## src/rtl/divrem_arb_pkg.sv

```systemverilog
// Shared types and defaults for the divrem arbiter/sequencer.
package divrem_arb_pkg;
  localparam int W_DEF       = 16;
  localparam int TIMEOUT_DEF = 64;

  typedef enum logic [2:0] {
    IDLE,
    ISSUE,
    WAIT_LOW,
    WAIT_DONE,
    RESP
  } state_t;
endpackage

```

## src/rtl/divrem_arb_rr_pick.sv

```systemverilog
// Combinational round-robin selector: first asserted req scanning from ptr upward, wrapping at NREQ.
module divrem_arb_rr_pick #(
  parameter int NREQ = 2,
  parameter int IDW  = 1
) (
  input  logic [NREQ-1:0] req,
  input  logic [IDW-1:0]  ptr,
  output logic            gnt_valid,
  output logic [IDW-1:0]  gnt_idx
);
  // Scan farthest-first so the candidate closest to ptr is written last and wins.
  always_comb begin
    gnt_valid = 1'b0;
    gnt_idx   = '0;
    for (int k = NREQ - 1; k >= 0; k--) begin
      if (req[(int'(ptr) + k) % NREQ]) begin
        gnt_valid = 1'b1;
        gnt_idx   = IDW'((int'(ptr) + k) % NREQ);
      end
    end
  end
endmodule

```

## src/rtl/divrem_arb.sv

```systemverilog
// Shares one divrem unit among NREQ requesters: round-robin grant, go handshake,
// completion tracking with a hang timeout, and result return to the owner.
module divrem_arb
  import divrem_arb_pkg::*;
#(
  parameter int W       = W_DEF,
  parameter int NREQ    = 2,
  parameter int IDW     = (NREQ > 1) ? $clog2(NREQ) : 1,
  parameter int TIMEOUT = TIMEOUT_DEF
) (
  input  logic              clk,
  input  logic              rst,
  input  logic [NREQ-1:0]   req_valid,
  input  logic [NREQ*W-1:0] req_num,
  input  logic [NREQ*W-1:0] req_den,
  output logic [NREQ-1:0]   req_ack,
  output logic [NREQ-1:0]   resp_valid,
  output logic [W-1:0]      resp_quot,
  output logic [W-1:0]      resp_rem,
  output logic              resp_error,
  output logic              resp_timeout,
  output logic              busy,
  output logic              div_go,
  output logic [W-1:0]      div_num,
  output logic [W-1:0]      div_den,
  input  logic              div_ready,
  input  logic              div_error,
  input  logic [W-1:0]      div_quot,
  input  logic [W-1:0]      div_rem
);
  localparam int CW = $clog2(TIMEOUT + 1);

  state_t         state, state_nxt;
  logic [IDW-1:0] ptr, owner;
  logic [CW-1:0]  cnt, cnt_nxt;
  logic           tmo_hit;
  logic           gnt_valid;
  logic [IDW-1:0] gnt_idx;

  divrem_arb_rr_pick #(.NREQ(NREQ), .IDW(IDW)) u_rr_pick (
    .req       (req_valid),
    .ptr       (ptr),
    .gnt_valid (gnt_valid),
    .gnt_idx   (gnt_idx)
  );

  assign busy = (state != IDLE);

  // Timeout fires on the edge where the wait counter would reach TIMEOUT-1.
  always_comb begin
    state_nxt = state;
    cnt_nxt   = cnt + 1'b1;
    tmo_hit   = (cnt_nxt == CW'(TIMEOUT - 1));
    case (state)
      IDLE:      if (div_ready && gnt_valid) state_nxt = ISSUE;
      ISSUE:     state_nxt = WAIT_LOW;
      WAIT_LOW:  if (!div_ready) state_nxt = WAIT_DONE;
                 else if (tmo_hit) state_nxt = RESP;
      WAIT_DONE: if (div_ready || tmo_hit) state_nxt = RESP;
      RESP:      state_nxt = IDLE;
      default:   state_nxt = IDLE;
    endcase
  end

  always_ff @(posedge clk) begin
    if (rst) begin
      state        <= IDLE;
      ptr          <= '0;
      owner        <= '0;
      cnt          <= '0;
      req_ack      <= '0;
      resp_valid   <= '0;
      resp_quot    <= '0;
      resp_rem     <= '0;
      resp_error   <= 1'b0;
      resp_timeout <= 1'b0;
      div_go       <= 1'b0;
      div_num      <= '0;
      div_den      <= '0;
    end else begin
      state <= state_nxt;
      case (state)
        IDLE: if (state_nxt == ISSUE) begin
          owner   <= gnt_idx;
          div_num <= req_num[int'(gnt_idx)*W +: W];
          div_den <= req_den[int'(gnt_idx)*W +: W];
          div_go  <= 1'b1;
          req_ack <= NREQ'(1) << gnt_idx;
        end
        ISSUE: begin
          div_go  <= 1'b0;
          req_ack <= '0;
          cnt     <= '0;
        end
        WAIT_LOW, WAIT_DONE: begin
          cnt <= cnt_nxt;
          if (state_nxt == RESP) begin
            resp_valid <= NREQ'(1) << owner;
            // Real completion wins over a coincident timeout.
            if (state == WAIT_DONE && div_ready) begin
              resp_quot    <= div_quot;
              resp_rem     <= div_rem;
              resp_error   <= div_error;
              resp_timeout <= 1'b0;
            end else begin
              resp_quot    <= '0;
              resp_rem     <= '0;
              resp_error   <= 1'b1;
              resp_timeout <= 1'b1;
            end
          end
        end
        RESP: begin
          resp_valid <= '0;
          ptr        <= (int'(owner) == NREQ - 1) ? '0 : owner + 1'b1;
        end
        default: ;
      endcase
    end
  end
endmodule

```

## config.mk

```make
export PLATFORM = sky130hd
export DESIGN_NAME = divrem_arb
export DESIGN_NICKNAME = d
export VERILOG_FILES = /design/src/rtl/divrem_arb_pkg.sv /design/src/rtl/divrem_arb_rr_pick.sv /design/src/rtl/divrem_arb.sv
export SDC_FILE = /design/constraint.sdc
export NUM_CORES = 1
export LEC_CHECK = 0
export ABC_CLOCK_PERIOD_IN_PS = 2000
export CAP_MARGIN = 15
export CORE_MARGIN = 2
export CORE_UTILIZATION = 35
export CTS_CLUSTER_DIAMETER = 100
export CTS_CLUSTER_SIZE = 16
export DETAILED_ROUTE_END_ITERATION = 10
export GPL_TIMING_DRIVEN = 1
export HOLD_SLACK_MARGIN = 0.1
export PLACE_DENSITY = 0.75
export RECOVER_POWER = 25
export REMOVE_ABC_BUFFERS = 1
export SETUP_SLACK_MARGIN = 0.2
export SLEW_MARGIN = 40
export SYNTH_ARGS = -nofsm -noshare
export SYNTH_HDL_FRONTEND = slang
export SYNTH_SLANG_ARGS = --single-unit
```

## constraint.sdc

```tcl
create_clock -name clk -period 2 [get_ports clk]
set_input_delay 0.4 -clock clk [delete_from_list [all_inputs] [get_ports clk]]
set_output_delay 0.4 -clock clk [all_outputs]
set_load 0.005 [all_outputs]
```

# [After elaboration in Yosys (flattened, before gate mapping)]
# Cells that the tools add are included.
[classes] add_sub_neg=3 order_cmp=2 n_eq_ne=9 shifts=4 muxes=26 bitwise_logic=1 n_reduce_logical=13
[ops] op="variable part select 32 x 6 -> 16 bit" n=2
[ops] op="two-way mux 16 bit" n=2
[ops] op="case mux 7 bit (2 select lines)" n=1
[ops] op="two-way mux 1 bit" n=13
[ops] op="two-way mux 3 bit" n=4
[ops] op="case mux 3 bit (4 select lines)" n=1
[ops] op="case mux 2 bit (2 select lines)" n=2
[ops] op="AND reduction 2 bit" n=4
[ops] op="adder 7 x 1 -> 7 bit, second input constant" n=1
[ops] op="== test 7 x 6 -> 1 bit, second input constant" n=1
[ops] op="== test 3 x 1 -> 1 bit, second input constant" n=2
[ops] op="== test 3 x 2 -> 1 bit, second input constant" n=2
[ops] op="== test 3 bit, second input constant" n=2
[ops] op="nonzero test 2 bit" n=3
[ops] op="two-way mux 2 bit" n=2
[ops] op="inequality test 2 bit, second input constant" n=2
[ops] op="left shift 1 x 1 -> 2 bit, first input constant" n=2
[ops] op="zero test 3 bit" n=1
[ops] op="< comparator 2 x 3 -> 1 bit, second input constant" n=1
[ops] op="nonzero test 3 bit" n=1
[ops] op="adder 1 bit, second input constant" n=2
[ops] op="logical AND 1 bit" n=2
[ops] op="< comparator 1 x 2 -> 1 bit, second input constant" n=1
[ops] op="case mux 1 bit (2 select lines)" n=1
[ops] op="other kinds (3)" n=3
[word_totals] register_bits=83 input_bits=102 elab_cells=71

# [Logic depth before layout (Yosys ltp)]
# Gate-level depths: netlist (run 1).
[depth] depth_word=13 ltp_mapped=7 depth_no_buf=6

# [Modules after synthesis]
# Synthesis (run 1) repeated with hierarchy kept, for this count alone.
[hier_totals] hier_cells=342 hier_area_um2=3375.7
[modules_own_cells] module="divrem_arb" instances=1 cells_per_inst=339 area_per_inst_um2=3358.2
[modules_own_cells] module="divrem_arb_rr_pick" instances=1 cells_per_inst=3 area_per_inst_um2=17.5

# [Least setup slack after synthesis (run 1)]
# OpenSTA, ideal clock, no wires.
[synth_path] path_type="flip-flop to flip-flop" from="reg cnt[0]" to="reg resp_quot[0]" t_arrival_ns=1.769 path_slack_ns=0.114 stages_incl_launch_ff=8 path_buffers=1 synth_period_minus_slack_ns=1.886 path_cell_list="dfxtp_1 > ha_1 > and2b_2 > o21ai_2 > a2111oi_4 > nor3_4 > buf_6 > a22o_1"
[synth_via] elab_chain_cells=7
[synth_rtl] element="from (decl)" line_no="divrem_arb.sv:35" text="logic [CW-1:0] cnt, cnt_nxt;"
[synth_rtl] element="from (signal assigned)" line_no="divrem_arb.sv:96" text="cnt <= cnt_nxt;"
[synth_rtl] element="adder 7 x 1 -> 7 bit (*)" line_no="divrem_arb.sv:52" text="cnt_nxt = cnt + 1'b1;"
[synth_rtl] element="== test 7 x 6 -> 1 bit (*)" line_no="divrem_arb.sv:53" text="tmo_hit = (cnt_nxt == CW'(TIMEOUT - 1));"
[synth_rtl] element="two-way mux 3 bit or logical OR 1 bit (tied branches)" line_no="divrem_arb.sv:58, divrem_arb.sv:59"
[synth_rtl] element="two-way mux 3 bit, on equally long branches" line_no="divrem_arb.sv:57, divrem_arb.sv:59"
[synth_rtl] element="case mux 3 bit (4 select lines) (*)" line_no="divrem_arb.sv:54" text="case (state)"
[synth_rtl] element="== test 3 bit (*)" line_no="divrem_arb.sv:97" text="if (state_nxt == RESP) begin"
[synth_rtl] element="AND reduction 2 bit (no line) (*)"
[synth_rtl] element="to (signal assigned)" line_no="divrem_arb.sv:101" text="resp_quot <= div_quot;"
[synth_rtl] element="to (decl)" line_no="divrem_arb.sv:18" text="output logic [W-1:0] resp_quot,"
# Mark *: on every way between the ends. The rest lies on a longest branch, timed or not.
# A chain may end at the register's enable or synchronous reset.

# [Worst setup path after layout (run 1)]
[layout_path] from="reg cnt[1]" to="reg resp_rem[5]"
[layout_via] elab_chain_cells=7
[layout_rtl] element="adder 7 x 1 -> 7 bit (*)" line_no="divrem_arb.sv:52"
[layout_rtl] element="== test 7 x 6 -> 1 bit (*)" line_no="divrem_arb.sv:53"
[layout_rtl] element="two-way mux 3 bit or logical OR 1 bit (tied branches)" line_no="divrem_arb.sv:58, divrem_arb.sv:59"
[layout_rtl] element="two-way mux 3 bit, on equally long branches" line_no="divrem_arb.sv:57, divrem_arb.sv:59"
[layout_rtl] element="case mux 3 bit (4 select lines) (*)" line_no="divrem_arb.sv:54"
[layout_rtl] element="== test 3 bit (*)" line_no="divrem_arb.sv:97"
[layout_rtl] element="AND reduction 2 bit (no line) (*)"
[layout_rtl] element="to (signal assigned)" line_no="divrem_arb.sv:102" text="resp_rem <= div_rem;"
[layout_rtl] element="to (decl)" line_no="divrem_arb.sv:19" text="output logic [W-1:0] resp_rem,"
# Marks and branches as above.

==> results of run 1 <==
## final cells by class
| cell class | count | area [um^2] | area share [%] |
|---|---|---|---|
| multi-input cells | 219 | 1634 | 28.04 |
| clock buffers | 9 | 123.9 | 2.126 |
| inverters | 4 | 15.01 | 0.2577 |
| repair buffers | 212 | 2150 | 36.89 |
| well taps | 129 | 161.4 | 2.770 |
| clock inverters | 7 | 71.32 | 1.224 |
| flip-flops and latches | 83 | 1672 | 28.69 |
## where the power goes
group / internal (W) / switching [W] / total, W
Clock: 0.000485 / 0.000675 / 0.00116
Sequential: 0.00175 / 0.0000621 / 0.00182
Combinational: 0.000525 / 0.000321 / 0.000846
## through the flow
step                      std cells  hold WS, ps  TNS [ps]
after floorplan                 306        454.9    -43790
after global placement          630        462.7    -14000
after detailed placement        632        466.3     -5507
after CTS                       657        487.9    -136.4
after global routing            663        510.5     -1900
final                           663        482.6    -32.73
## cells by family after synthesis
family	share of synthesized area (%)
buffers and inverters	4.860
adder cells (fa/ha/maj)	0.7420
multiplexers	11.09
AND/OR/NAND/NOR	12.50
flip-flops	49.28
XOR/XNOR	0.2598
AO/OA/AOI/OAI	21.26
## repair_timing
item / in CTS / in global routing
hold buffers: 0 / 0
buffers inserted: 8 / 5
pin swaps: 16 / 25
resized for setup: 23 / 14
gates cloned: 1 / 1
endpoints found under the setup margin: 35 / 47
## worst max path at each step
stage	slack [ps]	from	cells after the start	endpoint
3_5_place_dp	-310	div_ready	8	resp_rem[5]$_SDFFE_PP0P_
3_3_place_gp	-450	div_ready	6	resp_rem[1]$_SDFFE_PP0P_
4_1_cts	-20	cnt[0]$_SDFFE_PP0P_	8	resp_quot[8]$_SDFFE_PP0P_
5_1_grt	-100	cnt[0]$_SDFFE_PP0P_	9	resp_quot[8]$_SDFFE_PP0P_
6_report	-10	cnt[1]$_SDFFE_PP0P_	8	resp_rem[5]$_SDFFE_PP0P_
2_1_floorplan	-1210	state[1]$_SDFF_PP0_	3	div_den[0]$_SDFFE_PP0P_
## registers in the layout, indices dropped and copies added (netlist names)
signal        cells
resp_rem         16
div_num          16
div_den          16
ptr               1
resp_quot        16
cnt               7
owner             1
div_go            1
resp_timeout      1
req_ack           2
resp_valid        2
state             3
resp_error        1
## per-layer routing
layer | routed length, um | part of all wire [%]
met2 | 5172 | 52
met5 | 13 | 0.13
met4 | 249 | 2.5
met3 | 566 | 5.7
met1 | 3865 | 39
## worst register-to-register path: cells and delay by family, from the launching register on
kind / cells / cell delay [ps]
AO/OA/AOI/OAI: 3 / 720
flip-flops: 1 / 380
adder cells (fa/ha/maj): 1 / 170
AND/OR/NAND/NOR: 2 / 330
buffers and inverters: 2 / 310
## layout by cell type, fill, tap and decap left out, types with 2 or more instances in the layout
master / synthesis / layout
buf_12: 0 / 5
nor2_4: 0 / 3
buf_4: 2 / 22
o21ai_0: 4 / 4
buf_6: 3 / 10
nor2_1: 58 / 54
o21ai_4: 0 / 2
a211oi_1: 34 / 34
nand2_1: 3 / 3
a22o_1: 30 / 30
dfxtp_2: 0 / 5
nand3_1: 3 / 3
a22o_2: 2 / 2
nand3b_1: 3 / 3
inv_8: 0 / 2
buf_8: 0 / 2
nor3_1: 5 / 3
mux2_2: 2 / 2
a21oi_1: 9 / 9
a22oi_1: 3 / 3
mux2i_1: 34 / 34
inv_1: 4 / 4
nor3_2: 0 / 2
clkbuf_8: 1 / 9
clkdlybuf4s50_1: 0 / 171
dfxtp_1: 83 / 77
nand2b_1: 2 / 2
clkinvlp_4: 0 / 2
a211o_1: 2 / 2
and2b_2: 2 / 2
==> results summary, run 1 <==
The post-detailed-route via-to-cell ratio is 4.861. TritonCTS built the clock tree. The antenna violation net count after detailed routing came out at 0. The minimum setup slack after placement is -312.6 ps.

The fraction of post-synthesis cell area in the top cell type by area came out at 49.28%. The master cell of the clock root buffer is clkbuf_8. Of the available clock period, the critical path in the final layout requires 100.6%. The repair_antennas step left the layout with diodes totalling 0. The share of synthesized area occupied by flip-flops and latches came out at 49.28%.

Data on the critical path arrives at its endpoint at 2270 ps. The number of synthesis warnings is 0. The TritonCTS buffer count is 9. The clock transition at the registers of the reported paths is 100 ps. The post-detailed-placement half-perimeter wirelength is 7326 um. The worst pin sits at a relative slew slack of 65.80%. The net count reported at finish is 633. The clock insertion delay at the later pin of the skew report is 360 ps. The reg-to-reg critical path startpoint is cnt[1]$_SDFFE_PP0P_. The relative area change from synthesis to final layout came out at 72.80%. In this run the static leakage power is 2.334 nW. The flow ran to the end, but the final reports show violations. Counting instances in the post-synthesis netlist gives the leading cell types as dfxtp_1 (83), nor2_1 (58), a211oi_1 (34), mux2i_1 (34), a22o_1 (30).

In the synthesized netlist, the number of instances is 332. For this block, the routed nets add up to 9867 um of wire. The DRC violation count after routing came out at 0.

The cell class contributing the biggest share of worst-path delay is compound AO/OA/AOI/OAI gates. Cells with a size suffix above 1 make up 16.48% of the layout. The number of buffers inserted by port buffering came out at 173. The number of setup violations in the final report came out at 5. By area the synthesized netlist is led by dfxtp_1 (49%), mux2i_1 (10%), a22o_1 (7.8%), a211oi_1 (7.6%), nor2_1 (6.5%).

The worst setup path is of the reg -> reg kind. For this run, the leading register cell type out of synthesis is dfxtp_1. The path depth of the worst reg2reg path came out at 8.

The die covers 0.01044 mm^2. The level count of the clock H-tree came out at 3. The die span in y is 102.2 um. The most instantiated library cell after synthesis is dfxtp_1. The boundary pin count came out at 174.

The number of buffers on the longest clock path came out at 2. The number of synthesized register bits came out at 83. The layer carrying the most global-route usage is met2. The via count of the first global-routing pass is 3175. The global-route usage over all layers is 18.57%. The slowest stage of the critical path is the a2111oi_4 cell. The fill cell instance count of the final layout came out at 782. The number of max-slew violations in the final report is 0. The worst register-to-register path ends at resp_rem[5]$_SDFFE_PP0P_. The delay of the slowest cell on the worst path came out at 440 ps. Setup repair after global routing could not meet its margin everywhere.

The cell count of the worst hold path is 2. The count of TritonRoute iterations in the first routing pass came out at 4. The critical path goes through ha_4, and2b_2, o21ai_4, a2111oi_4, nor3_4, buf_6, clkbuf_16, a22o_1. The mean instance size in the synthesized netlist is 10.16 um^2. The critical path contains buffers and inverters numbering 2 combined.

The initial antenna violation count came to 1. For this run, the share of the core covered by cells in the final layout is 62.76%. The clock tree skew after final layout is 10.48 ps. The count of routing violations after the opening detailed-route iteration came out at 80. Power spread over the standard cell area amounts to 656.0 mW/mm^2. The slew at the pin closest to its max-slew limit is 513.0 ps. The placed instances occupy a cell area of 0.005370 mm^2. The met3 global-route usage came out at 5.540%. The final reports fail on setup timing. The most area-hungry cell type in the Yosys netlist is dfxtp_1. The total clock sinks is 83.

The first global-routing pass estimated 15100 um of wire. For this run, the top clock speed supported by timing is 497.2 MHz. The maximum number of pins on one net before global-route repair is 66. The setup slack of the most critical reg-to-reg path came out at -10 ps. Counting I/O delays and the setup requirement, the final critical path takes 2011 ps. For hold timing, the worst endpoint is div_go$_SDFFE_PP0P_. The average wire length per cell after detail routing is 14.88 um. The number of different library cells in the post-synthesis netlist is 45. The async set-or-reset flop fraction in the synthesized netlist is 0%. The element type at the critical path end is a flop.

Global routing used 21.03% of the available met1 tracks. The final weighted congestion of routability-driven global placement is 0.7909. The path class of the tightest hold or removal check is reg -> reg. The sum of overflow across all layers after global routing came out at 0. The number of enable flip-flop cells after synthesis is 0. The highest ir drop seen on vdd came out at 0.3393 mV. Max-cap violations in this run came to 0. The netlist area before placement is 0.003372 mm^2.

STA classifies the critical path startpoint as a flop. The post-route standard cell area excluding fillers is 0.005827 mm^2. The total design power is 0.003823 W. From left edge to right edge, the die measures 102.2 um.

Once routing completed, OpenROAD measured the worst setup slack at -11.12 ps. After floorplanning, the core was sized to cover 0.009284 mm^2. The number of hold violations in the final report is 0. The launch instance of the worst min-delay path is div_go$_SDFFE_PP0P_. Across all layers, the routed design uses 3223 vias. The initial utilization of the core area, before any placement, comes to 36.32%. The routing usage on met2 is 32.39%.

The endpoint required time on the critical path is 2260 ps. The largest driver fanout on the critical path came out at 6. The number of standard-cell rows in the floorplan came out at 35.
Power figures use the tool's default switching activity.
==> run 2: changes to the inputs <==
Settings changed: MAX_ROUTING_LAYER set to met4.
==> results summary, run 2 (synthesis results as in run 1) <==
The run finished, with violations left. The checks that failed: setup timing. The via total after detailed routing came out at 3219. The clock transition at the registers of the reported paths came out at 110 ps. The library cell used most frequently in the layout, excluding fill and tap cells, is clkdlybuf4s50_1.

For this block, the routed nets add up to 9881 um of wire. The fill cell instance count of the final layout came out at 781. The worst path in the final design needs a cycle of 2014 ps, including I/O delays and setup. The maximum number of pins on one net before global-route repair is 66.

The met3 layer wire length in the routed design came out at 511 um. Traced cell by cell, the critical path runs through ha_4, and2b_2, o21ai_4, a2111oi_4, nor3_4, buf_6, clkbuf_16, a22o_1. The highest ir drop seen on vdd came out at 0.3390 mV. The post-route standard cell area excluding fillers is 0.005829 mm^2. After detailed routing, the average wire length per cell comes to 14.88 um.

The number of setup violations in the final report is 5. The initial antenna violation count came to 1. The via count of the first global-routing pass was 3168.

The level count of the clock H-tree is 3. The slowest stage of the critical path belongs to the cell a2111oi_4. The number of max-cap violations is 0. Once placement finished, the instance area stood at 0.005370 mm^2. The master cell of the clock root buffer is clkbuf_8. The total die area is 0.01044 mm^2. Leaving out fill and tap cells, the most frequent cells in the layout are clkdlybuf4s50_1 (171), dfxtp_1 (77), nor2_1 (54). The number of placed instances, taps included, is 632. The internal portion of the total power is 0.002765 W. Before CTS, the worst setup slack after placement is -312.6 ps. For this design the static power due to leakage is 2.334 nW.

The number of buffers inserted by port buffering came out at 173. The count of routing violations after the opening detailed-route iteration is 76. The count of TritonRoute iterations in the first routing pass is 4. The horizontal die dimension came out at 102.2 um. The post-detailed-route via-to-cell ratio came out at 4.848. The total length of routed met2 wires is 5175 um. The critical path is of the reg -> reg type. The setup slack of the most critical reg-to-reg path is -10 ps. Along the worst path, the maximum fanout reaches 6. The share of the clock period used by the worst path came out at 100.7%.

The number of standard-cell rows in the floorplan came out at 35. The number of hold buffers added after CTS came out at 0. The routed metal-1 wire length came out at 3972 um. The global-route usage over all layers came out at 19.13%. The final setup TNS came out at -37.50 ps. Once layout is complete, the cells apart from fillers number 664. The portion of total power attributed to combinational logic is 22.1%. The post-detailed-placement half-perimeter wirelength is 7326 um. The number of hold violations in the final report is 0.

The net count reported at finish came out at 633. The worst setup path is captured at a flop. The class of the tightest hold or removal check is reg -> reg.

The die span in y is 102.2 um. The number of buffers on the longest clock path came out at 2. The cell class contributing the biggest share of worst-path delay is compound AO/OA/AOI/OAI gates. The sequential cell fraction of total power is 47.4%. The boundary pin count came out at 174.

The sum of overflow across all layers after global routing came out at 0. The delay of the slowest cell on the worst path came out at 450 ps. The clock tree skew after final layout came out at 11.55 ps. The TritonCTS clock tree is built. Data on the critical path is required at its endpoint by 2260 ps. The total clock sinks is 83. The highest clock rate came out at 496.6 MHz. For this configuration, the core starts out at a cell density of 36.32%. The clock network burns 30.5% of the power. Once routing completed, OpenROAD measured the worst setup slack at -13.67 ps. Together, buffers and inverters on the worst path number 2. The global-route wire length before repair is 15100 um. The highest layer touched by signal routing is met4. The slew at the pin closest to its max-slew limit came out at 503.8 ps. The DRC violation count after routing came out at 0. The final weighted congestion of routability-driven global placement is 0.8020.

Once layout is complete, the utilization of the core stands at 62.79%. The power density relative to cell area is 657.2 mW/mm^2. The number of max-slew violations in the final report is 0. The power spent charging and discharging nets came out at 0.001066 W.

The clock insertion delay at the later pin of the skew report is 350 ps. The fraction of layout instances using a drive strength above 1 came out at 16.48%. The arrival time of data at the critical path endpoint is 2270 ps. In this run the tightest slew margin relative to its limit is 66.42%. The core area is 0.009284 mm^2. The net switching fraction of the power is 27.82%. The relative area change from synthesis to final layout is 72.88%.

The nature of the critical path startpoint is a flop. The antenna violation net count after detailed routing came out at 0. The TritonCTS buffer count came out at 9. Setup repair after global routing could not meet its margin everywhere.
run 2: cell count changes in the layout (fill, tap and decap cells not counted):
cell / delta
diode_2: +1
run 2: final cells by class:
type	count	area [um^2]	area share, %
Timing Repair Buffer	212	2150	36.87
Sequential cell	83	1672	28.68
Multi-Input combinational cell	219	1634	28.03
Tap cell	129	161.4	2.769
Clock buffer	9	123.9	2.125
Clock inverter	7	71.32	1.223
Inverter	4	15.01	0.2576
Antenna cell	1	2.502	0.04293
run 2: metal layers:
| metal | vias to the layer above | global-route usage [%] |
|---|---|---|
| met4 | 0 | 7.795 |
| met5 | - | - |
| met2 | 99 | 32.49 |
| li1 | 1613 | - |
| met1 | 1491 | 21.54 |
| met3 | 16 | 4.720 |
run 2: stage by stage:
step | power, W | hold WS (ps)
3_5_place_dp | 0.002654 | 466.3
2_1_floorplan | 0.002133 | 454.9
4_1_cts | 0.003846 | 487.9
6_report | 0.003831 | 482.7
3_3_place_gp | 0.002631 | 462.7
5_1_grt | 0.004035 | 510.5
run 2: power groups by stage:
stage	Clock (W)	Combinational (W)	Sequential [W]
after floorplan	0	0.000274	0.00186
after global placement	0	0.000787	0.00184
after detailed placement	0	0.000804	0.00185
after CTS	0.00120	0.000831	0.00181
after global routing	0.00128	0.000920	0.00183
final	0.00117	0.000846	0.00182
run 2: worst paths after layout:
check                      startpoint                  endpoint  depth (start not counted)
setup / recovery  cnt[1]$_SDFFE_PP0P_  resp_rem[5]$_SDFFE_PP0P_                          8
hold / removal    div_go$_SDFFE_PP0P_       div_go$_SDFFE_PP0P_                          2
hold reg to reg   div_go$_SDFFE_PP0P_       div_go$_SDFFE_PP0P_                          2
setup reg to reg  cnt[1]$_SDFFE_PP0P_  resp_rem[5]$_SDFFE_PP0P_                          8
run 2: worst min-delay path, stage by stage, from the launching register on:
cell	delay, ps
dfxtp_1	320
o21ai_0	60
a21oi_1	60
run 2: repair_timing:
action | 4_1_cts | 5_1_grt
cloned | 1 | 1
gates resized for setup | 23 | 14
setup endpoints to repair | 35 | 46
hold endpoints to repair | 0 | 0
buffers inserted | 8 | 5
pin swaps | 16 | 25
